$ cat src/rtl/serial_full_subtractor_if.sv
// Start/done handshake bundle for serial_full_subtractor.
// The ovf signal exists only when SERIAL_SUB_OVF_EN is defined.
interface serial_full_subtractor_if #(
    parameter int WIDTH = 8
);
    logic             start;
    logic [WIDTH-1:0] a;
    logic [WIDTH-1:0] b;
    logic             bin;
    logic             busy;
    logic             done;
    logic [WIDTH-1:0] diff;
    logic             bout;
`ifdef SERIAL_SUB_OVF_EN
    logic             ovf;
`endif

    // Requester side: issues operands, observes status and result
    modport master (
        output start, a, b, bin,
        input  busy, done, diff, bout
`ifdef SERIAL_SUB_OVF_EN
        , input ovf
`endif
    );

    // Subtractor side
    modport slave (
        input  start, a, b, bin,
        output busy, done, diff, bout
`ifdef SERIAL_SUB_OVF_EN
        , output ovf
`endif
    );
endinterface

$ cat src/rtl/serial_full_subtractor.sv
// Bit-serial WIDTH-bit subtractor: diff = a - b - bin, one bit per clock, LSB first.
// A single full-subtractor cell plus a borrow flop; WIDTH cycles busy per operation.
// Optional feature macro: SERIAL_SUB_OVF_EN adds the signed-overflow output ovf.
module serial_full_subtractor #(
    parameter int WIDTH = 8
) (
    input  logic                    clk,
    input  logic                    rst_n,
    serial_full_subtractor_if.slave bus
);
    localparam int CW = $clog2(WIDTH);

    typedef enum logic {IDLE, SHIFT} state_t;

    state_t           state, state_nxt;
    logic [WIDTH-1:0] a_sr, b_sr, res_sr;
    logic [WIDTH-1:0] diff_r;
    logic             bout_r, done_r;
    logic             br;
    logic [CW-1:0]    cnt;
    logic             a0, b0, d, br_nxt;
    logic             accept, last;
`ifdef SERIAL_SUB_OVF_EN
    logic             ovf_r;
`endif

    // Full-subtractor cell on the current LSBs and handshake decode
    always_comb begin
        a0     = a_sr[0];
        b0     = b_sr[0];
        d      = a0 ^ b0 ^ br;
        br_nxt = (~a0 & b0) | (~a0 & br) | (b0 & br);
        accept = (state == IDLE) && bus.start;
        last   = (state == SHIFT) && (cnt == CW'(WIDTH - 1));
    end

    // State register
    always_ff @(posedge clk or negedge rst_n) begin
        if (!rst_n) state <= IDLE;
        else        state <= state_nxt;
    end

    // Next-state: start is only looked at while idle, so requests during SHIFT are dropped
    always_comb begin
        state_nxt = state;
        case (state)
            IDLE:    if (bus.start) state_nxt = SHIFT;
            SHIFT:   if (last)      state_nxt = IDLE;
            default:                state_nxt = IDLE;
        endcase
    end

    // Operand shifting, borrow chain and result capture; outputs only move at completion
    always_ff @(posedge clk or negedge rst_n) begin
        if (!rst_n) begin
            a_sr   <= '0;
            b_sr   <= '0;
            res_sr <= '0;
            br     <= 1'b0;
            cnt    <= '0;
            diff_r <= '0;
            bout_r <= 1'b0;
            done_r <= 1'b0;
`ifdef SERIAL_SUB_OVF_EN
            ovf_r  <= 1'b0;
`endif
        end else begin
            done_r <= 1'b0;
            if (accept) begin
                a_sr <= bus.a;
                b_sr <= bus.b;
                br   <= bus.bin;
                cnt  <= '0;
            end else if (state == SHIFT) begin
                a_sr   <= a_sr >> 1;
                b_sr   <= b_sr >> 1;
                res_sr <= {d, res_sr[WIDTH-1:1]};
                br     <= br_nxt;
                cnt    <= cnt + CW'(1);
                if (last) begin
                    diff_r <= {d, res_sr[WIDTH-1:1]};
                    bout_r <= br_nxt;
                    done_r <= 1'b1;
`ifdef SERIAL_SUB_OVF_EN
                    // borrow into MSB differs from borrow out of MSB -> signed overflow
                    ovf_r  <= br ^ br_nxt;
`endif
                end
            end
        end
    end

    assign bus.busy = (state == SHIFT);
    assign bus.done = done_r;
    assign bus.diff = diff_r;
    assign bus.bout = bout_r;
`ifdef SERIAL_SUB_OVF_EN
    assign bus.ovf  = ovf_r;
`endif
endmodule

$ cat src/flat_wrapper.sv
// flat-port wrapper written by rule: the top's interface ports become plain ports
module serial_full_subtractor_flat 
#(
    parameter int WIDTH = 8
)
  (clk, rst_n, bus_start, bus_a, bus_b, bus_bin, bus_busy, bus_done, bus_diff, bus_bout);
  serial_full_subtractor_if #(.WIDTH(WIDTH)) bus_i ();
  input  logic clk;
  input  logic rst_n;
  input wire logic [$bits(bus_i.start)-1:0] bus_start;
  input wire logic [$bits(bus_i.a)-1:0] bus_a;
  input wire logic [$bits(bus_i.b)-1:0] bus_b;
  input wire logic [$bits(bus_i.bin)-1:0] bus_bin;
  output wire logic [$bits(bus_i.busy)-1:0] bus_busy;
  output wire logic [$bits(bus_i.done)-1:0] bus_done;
  output wire logic [$bits(bus_i.diff)-1:0] bus_diff;
  output wire logic [$bits(bus_i.bout)-1:0] bus_bout;
  assign bus_i.start = bus_start;
  assign bus_i.a = bus_a;
  assign bus_i.b = bus_b;
  assign bus_i.bin = bus_bin;
  assign bus_busy = bus_i.busy;
  assign bus_done = bus_i.done;
  assign bus_diff = bus_i.diff;
  assign bus_bout = bus_i.bout;
  serial_full_subtractor #(.WIDTH(WIDTH)) u_core (.clk(clk), .rst_n(rst_n), .bus(bus_i));
endmodule
$ cat config.mk
export PLATFORM = sky130hd
export DESIGN_NAME = serial_full_subtractor_flat
export DESIGN_NICKNAME = d
export VERILOG_FILES = /design/src/rtl/serial_full_subtractor_if.sv /design/src/rtl/serial_full_subtractor.sv /design/src/flat_wrapper.sv
export SDC_FILE = /design/constraint.sdc
export NUM_CORES = 1
export LEC_CHECK = 0
export BUFFER_PORTS_ARGS = -buffer_cell sky130_fd_sc_hd__buf_2
export CAP_MARGIN = 5
export CORE_MARGIN = 2
export CORE_UTILIZATION = 55
export CTS_CLUSTER_DIAMETER = 60
export DETAILED_ROUTE_END_ITERATION = 8
export GPL_TIMING_DRIVEN = 0
export MAX_ROUTING_LAYER = met4
export PLACE_DENSITY = 0.89
export SYNTH_ARGS = -nofsm -noshare
export SYNTH_HDL_FRONTEND = slang
export SYNTH_SLANG_ARGS = --single-unit
$ cat constraint.sdc
create_clock -name clk -period 3.3 [get_ports clk]
set_input_delay 0.165 -clock clk [delete_from_list [all_inputs] [get_ports clk]]
set_output_delay 0.165 -clock clk [all_outputs]
set_load 0.01 [all_outputs]
### After elaboration in Yosys (flattened, before gate mapping)

Index checks and enable logic that the tools add are counted.

| word-level totals | value |
|---|---|
| memories kept | 0 |
| input port bits | 20 |
| bits in registers | 39 |
| memory bits (read-only) | 0 |
| output and inout port bits | 11 |
| latch bits | 0 |
| RAM bits | 0 |

| cells by class | value |
|---|---|
| multipliers | 0 |
| $add $sub $neg | 1 |
| bitwise logic cells | 10 |
| order comparisons | 0 |
| equality and inequality tests | 1 |
| divide/modulo/power cells | 0 |
| shift-type cells | 0 |
| reductions and logical operators | 5 |
| muxes and demuxes | 14 |

Operators with widths:

| operator | count |
|---|---|
| $mux 8 | 4 |
| $mux 1 | 7 |
| $mux 3 | 2 |
| $add 3x1->3 const B | 1 |
| $and 1x1->1 | 3 |
| $eq 3x3->1 const B | 1 |
| $not 1->1 | 3 |
| $reduce_and 3->1 | 1 |
| $logic_and 1x1->1 | 2 |
| $or 1x1->1 | 2 |
| $pmux 1 s2 | 1 |
| $reduce_and 2->1 | 1 |
| $reduce_bool 2->1 | 1 |
| $xor 1x1->1 | 2 |

### Depth between registers and ports, before layout

Gate-level depths: netlist of run 1.

| logic depth | value |
|---|---|
| word-level depth | 6 |
| depth in mapped cells | 4 |

### Worst setup path before layout of run 1

Ideal clock, no wire load.

| path | value |
|---|---|
| path type | reg2reg |
| from | register u_core.cnt[0] |
| to | register u_core.bout_r, in the netlist u_core.bus.bout |
| path slack | 1.942 ns |
| buffers on the path | 0 |
| stages on the path, launching flop included | 5 |
| data arrival time | 1.233 ns |
| required time | 3.175 ns |
| clock period less this slack | 1.358 ns |
| cell sequence | dfrtp_1 -> ha_1 -> ha_1 -> nand2_8 -> mux2_4 |

| on the way | value |
|---|---|
| longest elaborated chain between the ends | 3 |

RTL lines:

| element | RTL line | RTL |
|---|---|---|
| start, declared | serial_full_subtractor.sv:20 | `logic [CW-1:0] cnt;` |
| start signal, assigned | serial_full_subtractor.sv:79 | `cnt <= cnt + CW'(1);` |
| $eq 3x3->1 | serial_full_subtractor.sv:34 | `last = (state == SHIFT) && (cnt == CW'(WIDTH - 1));` |
| $logic_and 1x1->1 | serial_full_subtractor.sv:34 |  |
| $reduce_and 3->1 (no source line) | n/a |  |
| end signal, assigned | serial_full_subtractor.sv:82 | `bout_r <= br_nxt;` |
| end, declared | serial_full_subtractor.sv:18 | `logic bout_r, done_r;` |

No other way between the ends.
A chain may end at the register's enable or synchronous reset.

### Worst setup path after layout of run 1

| path | value |
|---|---|
| from | register u_core.cnt[0] |
| to | register u_core.diff_r[6], in the netlist u_core.bus.diff[6] |

| on the way | value |
|---|---|
| longest elaborated chain between the ends | 3 |

RTL lines:

| element | RTL line | RTL |
|---|---|---|
| $eq 3x3->1 | serial_full_subtractor.sv:34 |  |
| $logic_and 1x1->1 | serial_full_subtractor.sv:34 |  |
| $reduce_and 3->1 (no source line) | n/a |  |
| end signal, assigned | serial_full_subtractor.sv:81 | `diff_r <= {d, res_sr[WIDTH-1:1]};` |
| end, declared | serial_full_subtractor.sv:17 | `logic [WIDTH-1:0] diff_r;` |

No other way between the ends.

==> results of run 1 <==
[synth_stat cells, types with 3 or more instances]
cell type	number	area share
mux2_4	11	0.099
inv_1	4	0.0090
nor2_1	3	0.0068
buf_6	3	0.020
mux2i_1	19	0.11
o21ai_0	7	0.021
nand2_1	15	0.034
o21ai_1	8	0.024
dfrtp_1	38	0.57
mux2_2	4	0.027
[final timing paths]
check	from	to	slack [ps]	cells after the start
worst max-delay path	u_core.cnt[0]	u_core.bus.diff[6]	1860	4
worst min-delay path	bus_b[7]	u_core.b_sr[7]	90	3
worst max register to register	u_core.cnt[0]	u_core.bus.diff[6]	1860	4
worst min register to register	u_core.b_sr[5]	u_core.b_sr[4]	500	2
max in group asynchronous	rst_n	u_core.a_sr[6]	2330	2
min in group asynchronous	rst_n	u_core.bus.diff[4]	450	2
[cell families after synthesis]
| logic type | Yosys count | synth area share |
|---|---|---|
| and+or+nand+nor | 19 | 0.0526 |
| buffers and inverters | 11 | 0.0503 |
| DFF | 38 | 0.571 |
| muxes | 34 | 0.240 |
| AOI/OAI and AO/OA | 18 | 0.0586 |
| adders and majority gates | 3 | 0.0270 |
[where the power goes]
group	switching [W]	internal, W	total (W)	leakage (nW)
sequential	0.000128	0.000671	0.000799	0.477
clock	0.000144	0.000103	0.000247	0.0353
combinational	0.000320	0.000376	0.000696	0.496
[area by class of cell]
class,count,area share
flip-flops and latches,38,0.495
multi-input cells,74,0.329
repair buffers,30,0.0808
plain buffers,7,0.0359
clock buffers,7,0.0287
well taps,31,0.0202
inverters,4,0.00782
clock inverters,1,0.00261
[stage by stage]
| step | area, um^2 | hold slack, ps | power [W] | setup WS, ps |
|---|---|---|---|---|
| 2_1_floorplan | 1670 | -131 | 0.00129 | 1940 |
| 4_1_cts | 1920 | 85.0 | 0.00176 | 1860 |
| 3_3_place_gp | 1850 | 283 | 0.00145 | 1910 |
| 5_1_grt | 1920 | 88.0 | 0.00186 | 1800 |
| 6_report | 1920 | 92.8 | 0.00174 | 1860 |
| 3_5_place_dp | 1850 | 301 | 0.00152 | 1870 |
[worst max-delay path, cell delays in order, from the launching register on]
cell	delay (ps)
dfrtp_1	410
ha_1	200
ha_1	250
nand2_8	160
mux2_4	310
[registers in the layout, summed over array words and instances, names as in the netlist]
name             count
u_core.a_sr          8
u_core.b_sr          8
u_core.br            1
u_core.bus.bout      1
u_core.bus.busy      1
u_core.bus.diff      8
u_core.bus.done      1
u_core.cnt           3
u_core.res_sr        7
[per-layer routing]
layer,up-vias,global-route usage,routed length [um]
met3,6,0.0480,124
li1,495,-,-
met4,0,0.0844,46
met2,28,0.289,1500
met5,-,-,0
met1,516,0.243,1230
[placed cells by master (no fill, tap or decap), types with 4 or more instances in the layout]
cell type / count
dfrtp_1: 38
buf_2: 31
mux2i_1: 19
nand2_1: 15
mux2_4: 11
o21ai_1: 8
o21ai_0: 7
clkbuf_4: 5
inv_1: 4
mux2_2: 4
[timing repair]
action                    CTS  global route
setup buffers               0             0
hold endpoints to repair   38             0
hold buffers                1             0
==> impl_summary.log, run 1 <==
[metrics] result of the run: finished clean
[metrics] endpoints failing setup: 0
[metrics] vias per inst: 5.44
[metrics] Leak: 1.01 nW
[metrics] starting density of the core: 0.594
[metrics] Tightest Pin Transition: 817 ps
[metrics] number of placed instances with taps included: 183
[metrics] Die Area: 3480 um^2
[metrics] number of top-level design ports: 31
[metrics] number of levels the H-tree was split into: 2
[metrics] CP Launch Type: flop
[metrics] Cells after Synth: 123
[metrics] CTS-repair resized insts: 0
[metrics] Final Non-Filler Cells: 192
[metrics] count of final hold-check violations: 0
[metrics] shortest clock period the worst path allows after layout: 1440 ps
[metrics] Max Cap Viol: 0
[metrics] DRC: 0
[metrics] # rows: 19
[metrics] x dimension of the die: 59.0 um
[metrics] CTS buffer count: 5
[metrics] insertion delay to the later sink of the worst-skew pair: 340 ps
[metrics] die height: 59.0 um
[metrics] Arrival @ worst endpoint: 1670 ps
[metrics] footprint of the multi-input gates: 631 um^2
[metrics] number of antenna repair diodes: 0
[metrics] flip-flop and latch area: 951 um^2
[metrics] largest net degree at the start of global routing: 39
[metrics] Cell Pwr Density: 908 nW/um^2
[metrics] setup repair after global routing missed its margin: false
[metrics] fin nets: 183
[metrics] fraction of registers with async set or reset after synthesis: 1.00
[metrics] kind of critical path: flop to flop
[metrics] via total after detailed routing: 1045
[metrics] mean cell area of the mapped netlist: 13.5 um^2
[metrics] port buffer count: 29
[metrics] number of sinks handled by clock tree synthesis: 38
[metrics] Worst Hold Class: input port to flop
[metrics] number of filler cells placed in the layout: 231
[metrics] count of warnings emitted by yosys: 0
[metrics] iteration count of the initial detailed-routing pass: 4
[metrics] wire length reported by the detailed router: 2.90 mm
[metrics] peak clock frequency supported by timing: 696 MHz
[metrics] setup TNS after final layout: 0 ps
[metrics] ratio of cells with drive above 1 in the final layout: 0.366
[metrics] routability cong.: 0.711
[metrics] buffer levels on the longest clock path: 2
[metrics] global-route wire length before repair: 4.70 mm
[metrics] Final Cycle Share: 0.436
[metrics] Fin Clk Skew: 5.38 ps
[metrics] CP Max Fanout: 10
[metrics] post-synthesis cell type count: 18
[metrics] relative area change from synthesis to final layout: 15.3%
[metrics] First DRT Iteration DRCs: 40
[metrics] total nets after synthesis: 146
[metrics] GRT Residual Overflow: 0
[metrics] relative slew slack: 0.455
[metrics] number of global-route vias before repair: 1039
[metrics] data required time at the worst endpoint: 3530 ps
[metrics] nature of the critical path endpoint: flop
[metrics] clock tree from TritonCTS: built
[metrics] antenna violations before repair: 0
[metrics] clock transition at the registers of the reported paths: 100 ps
[metrics] Post-DRT Antenna Nets: 0
[metrics] DP HPWL: 2.15 mm
[metrics] GR Util All Layers: 0.190
[metrics] max-slew violation count: 0
[metrics] root buf cell: clkbuf_4
[metrics] number of flip-flops and latches in the synthesized netlist: 38
[metrics] portion of the post-synthesis area used by sequential elements: 0.571
[metrics] Final Util: 0.684
[metrics] flip-flop cell with the highest count after synthesis: dfrtp_1
[metrics] Placeable Area: 2810 um^2
[metrics] peak ir drop on the vdd network: 0.000404 V
[metrics] Post-synth EDFFs: 0
[metrics] average routed wire per standard cell: 15.1 um
[metrics] synthesized cell area: 1670 um^2
Note: power is estimated with default switching activity, not from simulation.
==> inputs of run 2 (changes only) <==
Settings changed: CORE_UTILIZATION 55 to 54, PLACE_DENSITY 0.89 to 0.88.
Clock period 3.3 ns to 1.4 ns, I/O delays scaled along.
==> run 2 against run 1 <==
Compared with the run above:
- sequential power grew 140%
- combinational power grew 150%
- utilization shrank 2.3 points
- hold slack lost 79 ps
- clock power grew 110%
==> impl_summary.log, run 2 (synthesis gave the netlist of run 1 again) <==
[metrics] count of final hold-check violations: 0
[metrics] most common library cell in the layout ignoring fill and taps: dfrtp_1
[metrics] count of buffer and inverter cells on the critical path: 0
[metrics] net switching fraction of the power: 0.339
[metrics] CP Launch Type: flop
[metrics] root buf cell: clkbuf_4
[metrics] result of the run: finished clean
[metrics] Largest delay share family, worst path: adder cells
[metrics] Arrival @ worst endpoint: 1580 ps
[metrics] total number of cells along the worst setup path: 4
[metrics] via total after detailed routing: 1054
[metrics] kind of critical path: flop to flop
[metrics] ratio of cells with drive above 1 in the final layout: 0.361
[metrics] DP HPWL: 2.03 mm
[metrics] die height: 59.5 um
[metrics] Fin Clk Skew: 3.28 ps
[metrics] Cell Pwr Density: 2070 nW/um^2
[metrics] Post-DRT Antenna Nets: 0
[metrics] number of global-route vias before repair: 1070
[metrics] routability cong.: 0.701
[metrics] vias per inst: 5.30
[metrics] Worst Hold Class: input port to flop
[metrics] CP cell instances: ha_1 > ha_4 > nand2_8 > mux2_4
[metrics] buffer levels on the longest clock path: 2
[metrics] Final Non-Filler Cells: 199
[metrics] number of top-level design ports: 31
[metrics] slowest stage cell on the critical path: dfrtp_1
[metrics] Switch Pwr: 0.00139 W
[metrics] CTS buffer count: 5
[metrics] number of levels the H-tree was split into: 2
[metrics] number of placed instances with taps included: 185
[metrics] relative area change from synthesis to final layout: 19.3%
[metrics] relative slew slack: 0.462
[metrics] setup TNS after final layout: 0 ps
[metrics] total non-filler cell area in the finished layout: 1990 um^2
[metrics] starting density of the core: 0.555
[metrics] insertion delay to the later sink of the worst-skew pair: 330 ps
[metrics] Final Cycle Share: 0.970
[metrics] shortest clock period the worst path allows after layout: 1360 ps
[metrics] Tightest Pin Transition: 806 ps
[metrics] x dimension of the die: 59.5 um
[metrics] R2R cell count: 4
[metrics] Leak: 1.02 nW
[metrics] smallest setup slack after layout: 41.4 ps
[metrics] Post-DP Area: 1850 um^2
[metrics] number of sinks handled by clock tree synthesis: 38
[metrics] combinational cell fraction of total power: 0.419
[metrics] port buffer count: 29
[metrics] Max Cap Viol: 0
[metrics] max-slew violation count: 0
[metrics] # rows: 20
[metrics] data required time at the worst endpoint: 1620 ps
[metrics] Post-Place Worst Slack: -22.0 ps
[metrics] sequential fraction of design power: 0.457
[metrics] most frequent cells in the layout: dfrtp_1, buf_2, mux2i_1, nand2_1, mux2_4
[metrics] First DRT Iteration DRCs: 18
[metrics] CP Max Fanout: 5
[metrics] clock tree from TritonCTS: built
[metrics] nature of the critical path endpoint: flop
[metrics] iteration count of the initial detailed-routing pass: 3
[metrics] fin nets: 189
[metrics] clock network power share: 0.124
[metrics] Hold Crit Depth: 3
[metrics] Placeable Area: 3000 um^2
[metrics] peak clock frequency supported by timing: 736 MHz
[metrics] GRT Residual Overflow: 0
[metrics] average routed wire per standard cell: 14.4 um
[metrics] peak ir drop on the vdd network: 0.000802 V
[metrics] overall power of the completed layout: 0.00411 W
[metrics] global-route wire length before repair: 4.71 mm
[metrics] endpoints failing setup: 0
[metrics] number of antenna repair diodes: 0
[metrics] Worst path max stage delay: 400 ps
[metrics] largest net degree at the start of global routing: 39
[metrics] GR Util All Layers: 0.186
[metrics] DRC: 0
[metrics] clock transition at the registers of the reported paths: 100 ps
[metrics] Die Area: 3540 um^2
[metrics] internal portion of total power: 0.00272 W
[metrics] antenna violations before repair: 0
[metrics] wire length reported by the detailed router: 2.86 mm
## run 2: changes by cell type in the layout (fill, tap and decap cells not counted), sizes merged
cell and change:
dlygate4sd3 +4, buf +1, clkinv -1, nand2 +1
## run 2: repair_timing
item,CTS,global route
cloned,1,0
endpoints found under the hold margin,41,1
setup buffers,0,1
pin swaps,1,0
gates resized for setup,1,2
setup endpoints to repair,8,8
hold buffers,4,1
## run 2: area by class of cell
class,count,area (um^2)
tap,33,41.3
inverter,4,15.0
buffer,7,68.8
clock buffer,7,45.0
timing repair buffer,35,203
sequential,38,951
multi-input combinational,75,663
fill,219,1020
## run 2: final timing paths
check	start	endpoint	slack, ps
min reg2reg	u_core.b_sr[3]	u_core.b_sr[2]	500
max in group asynchronous	rst_n	u_core.b_sr[1]	520
max reg2reg	u_core.cnt[0]	u_core.bus.diff[0]	40
min in group asynchronous	rst_n	u_core.bus.diff[5]	370
min	bus_b[2]	u_core.b_sr[2]	10
max	u_core.cnt[0]	u_core.bus.diff[0]	40
## run 2: metrics by stage
stage,utilization,hold WS (ps)
after floorplan,-,-226
after global placement,0.617,188
after detailed placement,0.617,204
after CTS,0.650,2.47
after global routing,0.662,3.49
final,0.662,13.3
## run 2: power by group through the flow
stage	combinational (W)	sequential [W]	clock [W]
3_5_place_dp	0.00163	0.00190	0
2_1_floorplan	0.00115	0.00190	0
4_1_cts	0.00167	0.00188	0.000532
6_report	0.00172	0.00188	0.000509
5_1_grt	0.00190	0.00194	0.000595
3_3_place_gp	0.00156	0.00186	0
## run 2: worst reg2reg max path, stage by stage (launching register included)
cell and delay, ps:
dfrtp_1 400, ha_1 240, ha_4 220, nand2_8 100, mux2_4 300
## run 2: per-layer routing
layer,vias up,part of all wire,track usage
li1,509,-,-
met1,511,0.44,0.218
met2,30,0.50,0.306
met3,4,0.056,0.0611
met4,0,0.0098,0.0571
met5,-,0,-
==> inputs of run 3 (changes only) <==
Settings changed: PLACE_DENSITY 0.88 to 0.78.
==> run 3 against run 2 <==
Compared with the run above:
- wire length shrank 3.2%
- worst setup slack lost 7.1 ps
- count of clock-buffer cells in the layout shrank 2
- final cell count shrank 1.0%
- fmax shrank 0.52%
- sequential share of layout area grew 0.92 points
- clock power is essentially flat
- register-to-register slack is essentially flat
- combinational power shrank 5%
- largest cell class unchanged
- non-clock buffer count shrank 1
- die area is the same
- sequential power is essentially flat
==> impl_summary.log, run 3 (synthesis gave the netlist of run 1 again) <==
[metrics] global-route wire length before repair: 4.77 mm
[metrics] largest net degree at the start of global routing: 39
[metrics] GR Util All Layers: 0.193
[metrics] wire length reported by the detailed router: 2.77 mm
[metrics] Post-DRT Antenna Nets: 0
[metrics] worst reg2reg path startpoint: u_core.cnt[0]
[metrics] relative area change from synthesis to final layout: 17.1%
[metrics] GRT Residual Overflow: 0
[metrics] routability cong.: 0.684
[metrics] DP HPWL: 2.00 mm
[metrics] number of global-route vias before repair: 1091
[metrics] Final Cycle Share: 0.976
[metrics] buffer levels on the longest clock path: 2
[metrics] antenna violations before repair: 0
[metrics] R2R cell count: 4
[metrics] relative slew slack: 0.465
[metrics] Final Util: 0.649
[metrics] Placeable Area: 3000 um^2
[metrics] number of levels the H-tree was split into: 2
[metrics] CTS buffer count: 5
[metrics] kind of critical path: flop to flop
[metrics] number of antenna repair diodes: 0
[metrics] CP Max Fanout: 10
[metrics] insertion delay to the later sink of the worst-skew pair: 330 ps
[metrics] most frequent cells in the layout: dfrtp_1, buf_2, mux2i_1, nand2_1, mux2_4
[metrics] Fin Clk Skew: 8.92 ps
[metrics] number of filler cells placed in the layout: 232
[metrics] Hold EP: u_core.b_sr[6]
[metrics] overall power of the completed layout: 0.00402 W
[metrics] setup repair after global routing missed its margin: false
[metrics] clock transition at the registers of the reported paths: 100 ps
[metrics] Leak: 1.02 nW
[metrics] data required time at the worst endpoint: 1620 ps
[metrics] Tightest Pin Transition: 802 ps
[metrics] iteration count of the initial detailed-routing pass: 4
[metrics] Worst Hold Class: input port to flop
[metrics] WHS: 26.1 ps
[metrics] count of buffer and inverter cells on the critical path: 0
[metrics] vias per inst: 5.28
[metrics] nature of the critical path endpoint: flop
[metrics] shortest clock period the worst path allows after layout: 1370 ps
[metrics] via total after detailed routing: 1041
[metrics] number of sinks handled by clock tree synthesis: 38
[metrics] fin nets: 187
[metrics] # rows: 20
[metrics] First DRT Iteration DRCs: 33
[metrics] Hold Crit Depth: 3
[metrics] most common library cell in the layout ignoring fill and taps: dfrtp_1
[metrics] DRC: 0
[metrics] die height: 59.5 um
[metrics] Worst path max stage delay: 400 ps
[metrics] Cell Pwr Density: 2060 nW/um^2
[metrics] reg-to-reg slack, setup: 30 ps
[metrics] clock tree from TritonCTS: built
[metrics] average routed wire per standard cell: 14.1 um
[metrics] x dimension of the die: 59.5 um
[metrics] result of the run: finished clean
[metrics] hold wc startpoint: bus_b[6]
[metrics] Arrival @ worst endpoint: 1590 ps
[metrics] max-slew violation count: 0
[metrics] port buffer count: 29
[metrics] Largest delay share family, worst path: adder cells
[metrics] number of placed instances with taps included: 185
[metrics] terminus of the critical flop-to-flop path: u_core.bus.diff[6]
[metrics] ratio of cells with drive above 1 in the final layout: 0.372
[metrics] peak clock frequency supported by timing: 732 MHz
[metrics] CP Launch Type: flop
[metrics] starting density of the core: 0.555
[metrics] slowest stage cell on the critical path: dfrtp_1
[metrics] Max Cap Viol: 0
[metrics] endpoints failing setup: 0
[metrics] peak ir drop on the vdd network: 0.000937 V
[metrics] Final Non-Filler Cells: 197
[metrics] CP cell instances: ha_1 > ha_2 > nand2_8 > mux2_4
[metrics] Die Area: 3540 um^2
[metrics] number of top-level design ports: 31
[metrics] count of final hold-check violations: 0
[metrics] root buf cell: clkbuf_4
## run 3: cell count changes in the layout (fill, tap and decap cells not counted), sizes merged
cell | previous run | this run
dlygate4sd3 | 5 | 4
clkinv | 0 | 2
clkbuf | 8 | 6
nand2 | 17 | 16
## run 3: worst max-delay path by stage
stage                              from                 end  slack, ps  cells after the start
after floorplan           u_core.cnt[0]     u_core.bus.bout         40                      4
after global placement    u_core.cnt[0]  u_core.bus.diff[6]          3                      4
after detailed placement  u_core.cnt[0]  u_core.bus.diff[3]        -40                      4
after CTS                 u_core.cnt[0]  u_core.bus.diff[6]         10                      4
after global routing      u_core.cnt[0]  u_core.bus.diff[1]        0.6                      4
final                     u_core.cnt[0]  u_core.bus.diff[6]         30                      4
## run 3: repair_timing
item | 4_1_cts | 5_1_grt
resized for setup | 1 | 0
endpoints found under the setup margin | 8 | 8
setup buffers | 0 | 1
hold endpoints to repair | 40 | 1
hold buffers | 3 | 1
## run 3: final cells by class
type / count / area (um^2) / share of cell area
Tap cell: 33 / 41.3 / 0.0212
Clock inverter: 2 / 10.0 / 0.00513
Sequential cell: 38 / 951 / 0.488
Multi-Input combinational cell: 74 / 633 / 0.325
Inverter: 4 / 15.0 / 0.00770
Buffer: 7 / 68.8 / 0.0353
Clock buffer: 5 / 37.5 / 0.0193
Timing Repair Buffer: 34 / 193 / 0.0988
## run 3: per-layer routing
metal	GRT usage	routed length, um
met1	0.223	1200
met2	0.314	1420
met3	0.0590	128
met4	0.0762	25
met5	-	0
## run 3: stage by stage
stage,setup TNS [ps],worst slack (ps),cell area [um^2]
6_report,0,34.2,1950
5_1_grt,0,0.610,1950
4_1_cts,0,11.0,1930
3_5_place_dp,-326,-42.5,1850
3_3_place_gp,0,3.46,1850
2_1_floorplan,0,41.8,1670
## run 3: power by group
| part | leakage [nW] | internal (W) | switching (W) |
|---|---|---|---|
| logic | 0.511 | 0.000909 | 0.000733 |
| clock network | 0.0308 | 0.000181 | 0.000325 |
| registers | 0.477 | 0.00158 | 0.000286 |
| total | 1.02 | 0.00267 | 0.00135 |
## run 3: worst reg2reg max path: stages, from the launching register on
cell and delay (ps):
dfrtp_1 400, ha_1 210, ha_2 210, nand2_8 140, mux2_4 310
